### src/rtl/gf2_mul_scheduler.sv
// Word-serial GF(2) multiplication scheduler: sequences one shared WW x WW carry-less
// core over all NW*NW word pairs and XOR-accumulates partial products into W.
module gf2_mul_scheduler #(
    parameter int NW = 4,
    parameter int WW = 64
) (
    input  logic                 clk,
    input  logic                 reset,
    input  logic                 start,
    input  logic [NW*WW-1:0]     U,
    input  logic [NW*WW-1:0]     V,
    output logic                 mul_req,
    output logic [WW-1:0]        mul_a,
    output logic [WW-1:0]        mul_b,
    input  logic                 mul_ack,
    input  logic [2*WW-1:0]      mul_p,
    output logic [2*NW*WW-1:0]   W,
    output logic                 busy,
    output logic                 done,
    output logic                 proto_err
);
    localparam int OW = NW * WW;
    localparam int RW = 2 * NW * WW;
    localparam int IW = (NW > 1) ? $clog2(NW) : 1;
    localparam logic [IW-1:0] LAST_IDX = IW'(NW - 1);
    localparam logic [IW-1:0] ONE_IDX  = IW'(1);

    typedef enum logic [1:0] {
        S_IDLE  = 2'd0,
        S_ISSUE = 2'd1,
        S_ACCUM = 2'd2,
        S_DONE  = 2'd3
    } state_t;

    state_t          state_q, state_d;
    logic [IW-1:0]   i_q, i_d;
    logic [IW-1:0]   j_q, j_d;
    logic [OW-1:0]   a_q, a_d;
    logic [OW-1:0]   b_q, b_d;
    logic [RW-1:0]   w_q, w_d;
    logic [WW-1:0]   mul_a_q, mul_a_d;
    logic [WW-1:0]   mul_b_q, mul_b_d;
    logic            mul_req_q, mul_req_d;
    logic            busy_q, busy_d;
    logic            done_q, done_d;
    logic            proto_err_q, proto_err_d;

    function automatic logic [WW-1:0] get_word(input logic [OW-1:0] op,
                                               input logic [IW-1:0] idx);
        return WW'(op >> (32'(idx) * 32'(WW)));
    endfunction

    // A partial product for pair (i,j) lands at bit offset (i+j)*WW of the result
    function automatic logic [RW-1:0] place_product(input logic [2*WW-1:0] p,
                                                    input logic [IW-1:0]   i,
                                                    input logic [IW-1:0]   j);
        return RW'(p) << ((32'(i) + 32'(j)) * 32'(WW));
    endfunction

    // Next-state, accumulation and next values of the registered outputs
    always_comb begin
        state_d     = state_q;
        i_d         = i_q;
        j_d         = j_q;
        a_d         = a_q;
        b_d         = b_q;
        w_d         = w_q;
        proto_err_d = proto_err_q | (mul_ack & ~mul_req_q);

        case (state_q)
            S_IDLE, S_DONE: begin
                if (start) begin
                    a_d     = U;
                    b_d     = V;
                    w_d     = '0;
                    i_d     = '0;
                    j_d     = '0;
                    state_d = S_ISSUE;
                end else begin
                    state_d = state_q;
                end
            end
            S_ISSUE: begin
                if (mul_ack) begin
                    w_d     = w_q ^ place_product(mul_p, i_q, j_q);
                    state_d = S_ACCUM;
                end else begin
                    state_d = S_ISSUE;
                end
            end
            S_ACCUM: begin
                if ((i_q == LAST_IDX) && (j_q == LAST_IDX)) begin
                    state_d = S_DONE;
                end else if (j_q == LAST_IDX) begin
                    j_d     = '0;
                    i_d     = i_q + ONE_IDX;
                    state_d = S_ISSUE;
                end else begin
                    j_d     = j_q + ONE_IDX;
                    state_d = S_ISSUE;
                end
            end
            default: begin
                state_d = S_IDLE;
            end
        endcase

        // Outputs are registered, so derive them from the state being entered
        mul_req_d = (state_d == S_ISSUE);
        busy_d    = (state_d == S_ISSUE) || (state_d == S_ACCUM);
        done_d    = (state_d == S_DONE);
        mul_a_d   = get_word(a_d, i_d);
        mul_b_d   = get_word(b_d, j_d);
    end

    // State and output registers
    always_ff @(posedge clk or posedge reset) begin
        if (reset) begin
            state_q     <= S_IDLE;
            i_q         <= '0;
            j_q         <= '0;
            a_q         <= '0;
            b_q         <= '0;
            w_q         <= '0;
            mul_a_q     <= '0;
            mul_b_q     <= '0;
            mul_req_q   <= 1'b0;
            busy_q      <= 1'b0;
            done_q      <= 1'b0;
            proto_err_q <= 1'b0;
        end else begin
            state_q     <= state_d;
            i_q         <= i_d;
            j_q         <= j_d;
            a_q         <= a_d;
            b_q         <= b_d;
            w_q         <= w_d;
            mul_a_q     <= mul_a_d;
            mul_b_q     <= mul_b_d;
            mul_req_q   <= mul_req_d;
            busy_q      <= busy_d;
            done_q      <= done_d;
            proto_err_q <= proto_err_d;
        end
    end

    assign mul_req   = mul_req_q;
    assign mul_a     = mul_a_q;
    assign mul_b     = mul_b_q;
    assign W         = w_q;
    assign busy      = busy_q;
    assign done      = done_q;
    assign proto_err = proto_err_q;

endmodule
### config.mk
export PLATFORM = sky130hd
export DESIGN_NAME = gf2_mul_scheduler
export DESIGN_NICKNAME = d
export VERILOG_FILES = /design/src/rtl/gf2_mul_scheduler.sv
export SDC_FILE = /design/constraint.sdc
export NUM_CORES = 2
export LEC_CHECK = 0
export CAP_MARGIN = 5
export CORE_AREA = 4 4 506 508
export CTS_CLUSTER_SIZE = 14
export DETAILED_ROUTE_END_ITERATION = 8
export DIE_AREA = 0 0 510 512
export PLACE_DENSITY = 0.39
export SLEW_MARGIN = 20
export SYNTH_ARGS = -nofsm -noshare
export SYNTH_HDL_FRONTEND = slang
export SYNTH_SLANG_ARGS = --single-unit
### constraint.sdc
create_clock -name clk -period 80.9 [get_ports clk]
set_clock_uncertainty 0.2 [all_clocks]
set_input_delay 16.18 -clock clk [delete_from_list [all_inputs] [get_ports clk]]
set_output_delay 16.18 -clock clk [all_outputs]
set_load 0.02 [all_outputs]
==> implementation parameters <==
Parameter                              Value

GRT
  Global-route wire length before repair    331,000 microns
  Pin count of the biggest net entering global routing    204
  Residual overflow from global routing    0
  Via count of the first global-routing pass    41,400
  Initial antenna violation count    69
  Global routing usage summed across all routing layers    17.5%

Power
  VDD IR-drop max    0.0226 mV
  Cell leakage power    28.6 nW
  Total power per unit cell area    35.4 mW/mm^2

Yosys
  Mean post-synth cell area    12.0 sq um
  Distinct cell type count of the synthesized netlist    38
  Number of nets in the synthesized netlist    roughly 5,000
  Netlist Area Pre-Place    0.0516 sq mm
  Sequential share of the synthesized area    56.3%
  Yosys synthesis warning count    0
  Gate count of the mapped netlist    4,316
  Synthesized flop and latch total    around 1,200

Clock network
  CTS tree    yes
  Clk Latency, worst-skew pair    0.79 ns
  CTS H-tree lvls    4
  Cells resized by post-CTS repair    0
  TritonCTS Buffers    151
  Clock tree buffer depth    3
  Clock tree root buffer cell    clkbuf_16
  Clock transition at the registers of the reported paths    about 0.050 ns
  Hold bufs inserted after CTS    0
  Number of clock sinks seen by CTS    1,162
  Buffer count from post-CTS setup fixing    0

Floorplan
  I/O pin count    1,288
  DIE HEIGHT    512 microns
  Chip Width    510 microns
  Starting density of the core    20.6%
  Area inside the core boundary    0.251 sq mm
  Die area    0.261 sq mm
  Standard-cell row count    184

Worst setup path
  Flop-to-flop setup slack    76.21 ns
  Critical register-to-register path endpoint    mul_a[39]
  Launch point of the worst reg-to-reg path    state_q[0]
  Most used cell, CP    buf_4
  Worst-case reg-to-reg path depth    9
  Slowest cell on the critical path    buf_4
  Max stage delay on crit path    roughly 0.83 ns
  CP startpoint kind    input port
  Capturing element type of the critical path    asynchronous set/reset pin
  Data required, critical path    between 80 and 90 ns
  CP max FO    150
  Critical path data arrival time    21.83 ns
  Startpoint-to-endpoint class of the critical path    input port to asynchronous set/reset pin
  WP buf/inv    8
  Critical path cell sequence    clkdlybuf4s50_1, inv_8, buf_12, buf_4, buf_4, buf_4, buf_4, buf_4
  Gate family responsible for the most delay along the worst path    buffers and inverters

Placed design
  Placed cell area    0.0680 sq mm
  Count of port buffers added during placement    1,287
  Placement-stage worst setup slack    between 50 and 60 ns
  Routability-driven placement congestion ratio    between 0.8 and 0.9
  Estimated wirelength of the detail-placed design    approximately 170,000 microns

Cells and area
  Final-stage net count    6,137
  FF/Latch Area    0.0291 sq mm
  Proportion of layout cells with a drive suffix above 1    20.3%
  Most common cell after layout, fill and taps aside    clkdlybuf4s50_1
  Most used cells in the layout excluding fill and tap cells    clkdlybuf4s50_1 (1,287), dfrtp_1 (1,162), mux2_2 (690)
  Signed area change from the synthesized netlist to the final layout    41.7%
  Final Instance Area    0.0732 sq mm
  Fillers    roughly 26,000
  Area used by multi-input combinational logic    0.0213 sq mm

Outcome
  Result of the run    complete, no violations

Drt
  Starting DRT DRC Count    approximately 2,400
  Average via count per standard cell    between 4 and 5
  Drt first pass iters    8
  Antenna viol nets, final    0
  Detailed Route WL    about 240,000 microns
  Post-route DRC    0
  Routed vias    slightly above 40,000
  Wire per inst    26.4 microns

STA
  Unrepaired setup endpoints after global routing    no
  Final count of pins violating max slew    0
  Transition at the pin with the smallest max-transition slack    1.11 ns
  Setup slack of the critical path after layout    just under 60 ns
  Period utilisation layout    a little over a quarter
  Peak clock frequency supported by timing    0.0471 GHz
  Accumulated negative setup slack    0 ns
  Clock period minus final worst setup slack    approximately 21 ns
  Hold Violations, Final    0
  Final-report setup violation count    0
  Headroom to the max-slew limit    24.0%

Worst hold path
  Hold Crit Start    proto_err
  Hold crit path type    register to register
  End of the worst hold path    proto_err
  Cell depth of the worst hold path    1

Run
  Total of max-cap violations    0
## layout make-up
| type | count | area share (%) |
|---|---|---|
| multi-input combinational | 2808 | 29.1 |
| tap | 3348 | 5.73 |
| inverter | 7 | 0.0462 |
| clock buffer | 227 | 6.04 |
| sequential | 1162 | 39.7 |
| antenna | 29 | 0.0992 |
| timing repair buffer | 1354 | 18.4 |
| clock inverter | 47 | 0.852 |
## routing by layer
layer	track usage, %	wire length [microns]	up-vias
met5	0	392	-
met4	6.06	8260	64
met3	6.26	20100	323
met2	28.5	111000	1290
met1	21.3	97000	20800
li1	-	-	18000
## worst max path at each step
| stage | startpoint | to | cells after the start |
|---|---|---|---|
| 2_1_floorplan | reset | W[0] | 1 |
| 3_3_place_gp | reset | W[22] | 8 |
| 3_5_place_dp | reset | W[22] | 8 |
| 4_1_cts | reset | W[277] | 8 |
| 5_1_grt | reset | W[277] | 8 |
| 6_report | reset | W[21] | 8 |
## stage by stage
| step | power, W | std cells | utilization (%) | hold WS (ns) |
|---|---|---|---|---|
| floorplan | 0.00150 | 4316 | - | 0.267 |
| global placement | 0.00191 | 8678 | 27.1 | 0.243 |
| detailed placement | 0.00193 | 8678 | 27.1 | 0.252 |
| CTS | 0.00264 | 8952 | 29.1 | 0.269 |
| global route | 0.00274 | 8960 | 29.1 | 0.278 |
| finish | 0.00259 | 8982 | 29.1 | 0.264 |
## Yosys cell counts
cell / n / area (sq um)
a211oi_1: 64 / 480
a21o_1: 2 / 15.0
a21oi_1: 386 / 1930
a22oi_1: 129 / 968
a31o_2: 64 / 561
a32oi_1: 2 / 17.5
and4_1: 1 / 8.76
buf_1: 25 / 93.8
buf_2: 99 / 495
buf_4: 5 / 37.5
buf_6: 3 / 33.8
clkbuf_1: 206 / 773
clkbuf_2: 1 / 5.00
dfrtp_1: 1162 / 29100
fa_1: 1 / 20.0
ha_1: 8 / 100
inv_1: 7 / 26.3
mux2_1: 16 / 180
mux2_2: 691 / 7780
mux2i_1: 65 / 651
nand2_1: 5 / 18.8
nand2b_1: 2 / 12.5
nand3_1: 4 / 20.0
nand4_1: 1 / 6.26
nand4b_1: 1 / 8.76
nor2_1: 259 / 972
nor2b_1: 75 / 469
nor3_1: 2 / 10.0
nor3b_2: 63 / 788
nor4_2: 1 / 12.5
o21a_1: 1 / 7.51
o21ai_0: 385 / 1930
o32ai_1: 64 / 561
or2_2: 1 / 6.26
or3_1: 386 / 2410
or4_4: 1 / 11.3
xnor2_1: 64 / 561
xor2_1: 64 / 561
## kinds of logic after synthesis
kind of cell             synth area share (%)
multiplexers                             16.7
XOR/XNOR                                 2.17
adder cells (fa/ha/maj)                 0.233
AND/OR/NAND/NOR                          9.22
buffers and inverters                    2.84
flip-flops                               56.3
AO/OA/AOI/OAI                            12.5
## power breakdown
group / switching (W) / internal, W / leakage, nW
logic: 0.000566 / 0.000461 / 11.6
clock network: 0.000282 / 0.000408 / 2.46
registers: 0.0000750 / 0.000796 / 14.6
## state kept, by name, indices dropped and copies added (netlist names)
register	flops
b_q	256
j_q	2
a_q	256
busy	1
i_q	2
proto_err	1
W	512
mul_a	64
mul_b	64
state_q	2
mul_req	1
done	1
No activity file was read; power rests on OpenSTA's default activity.
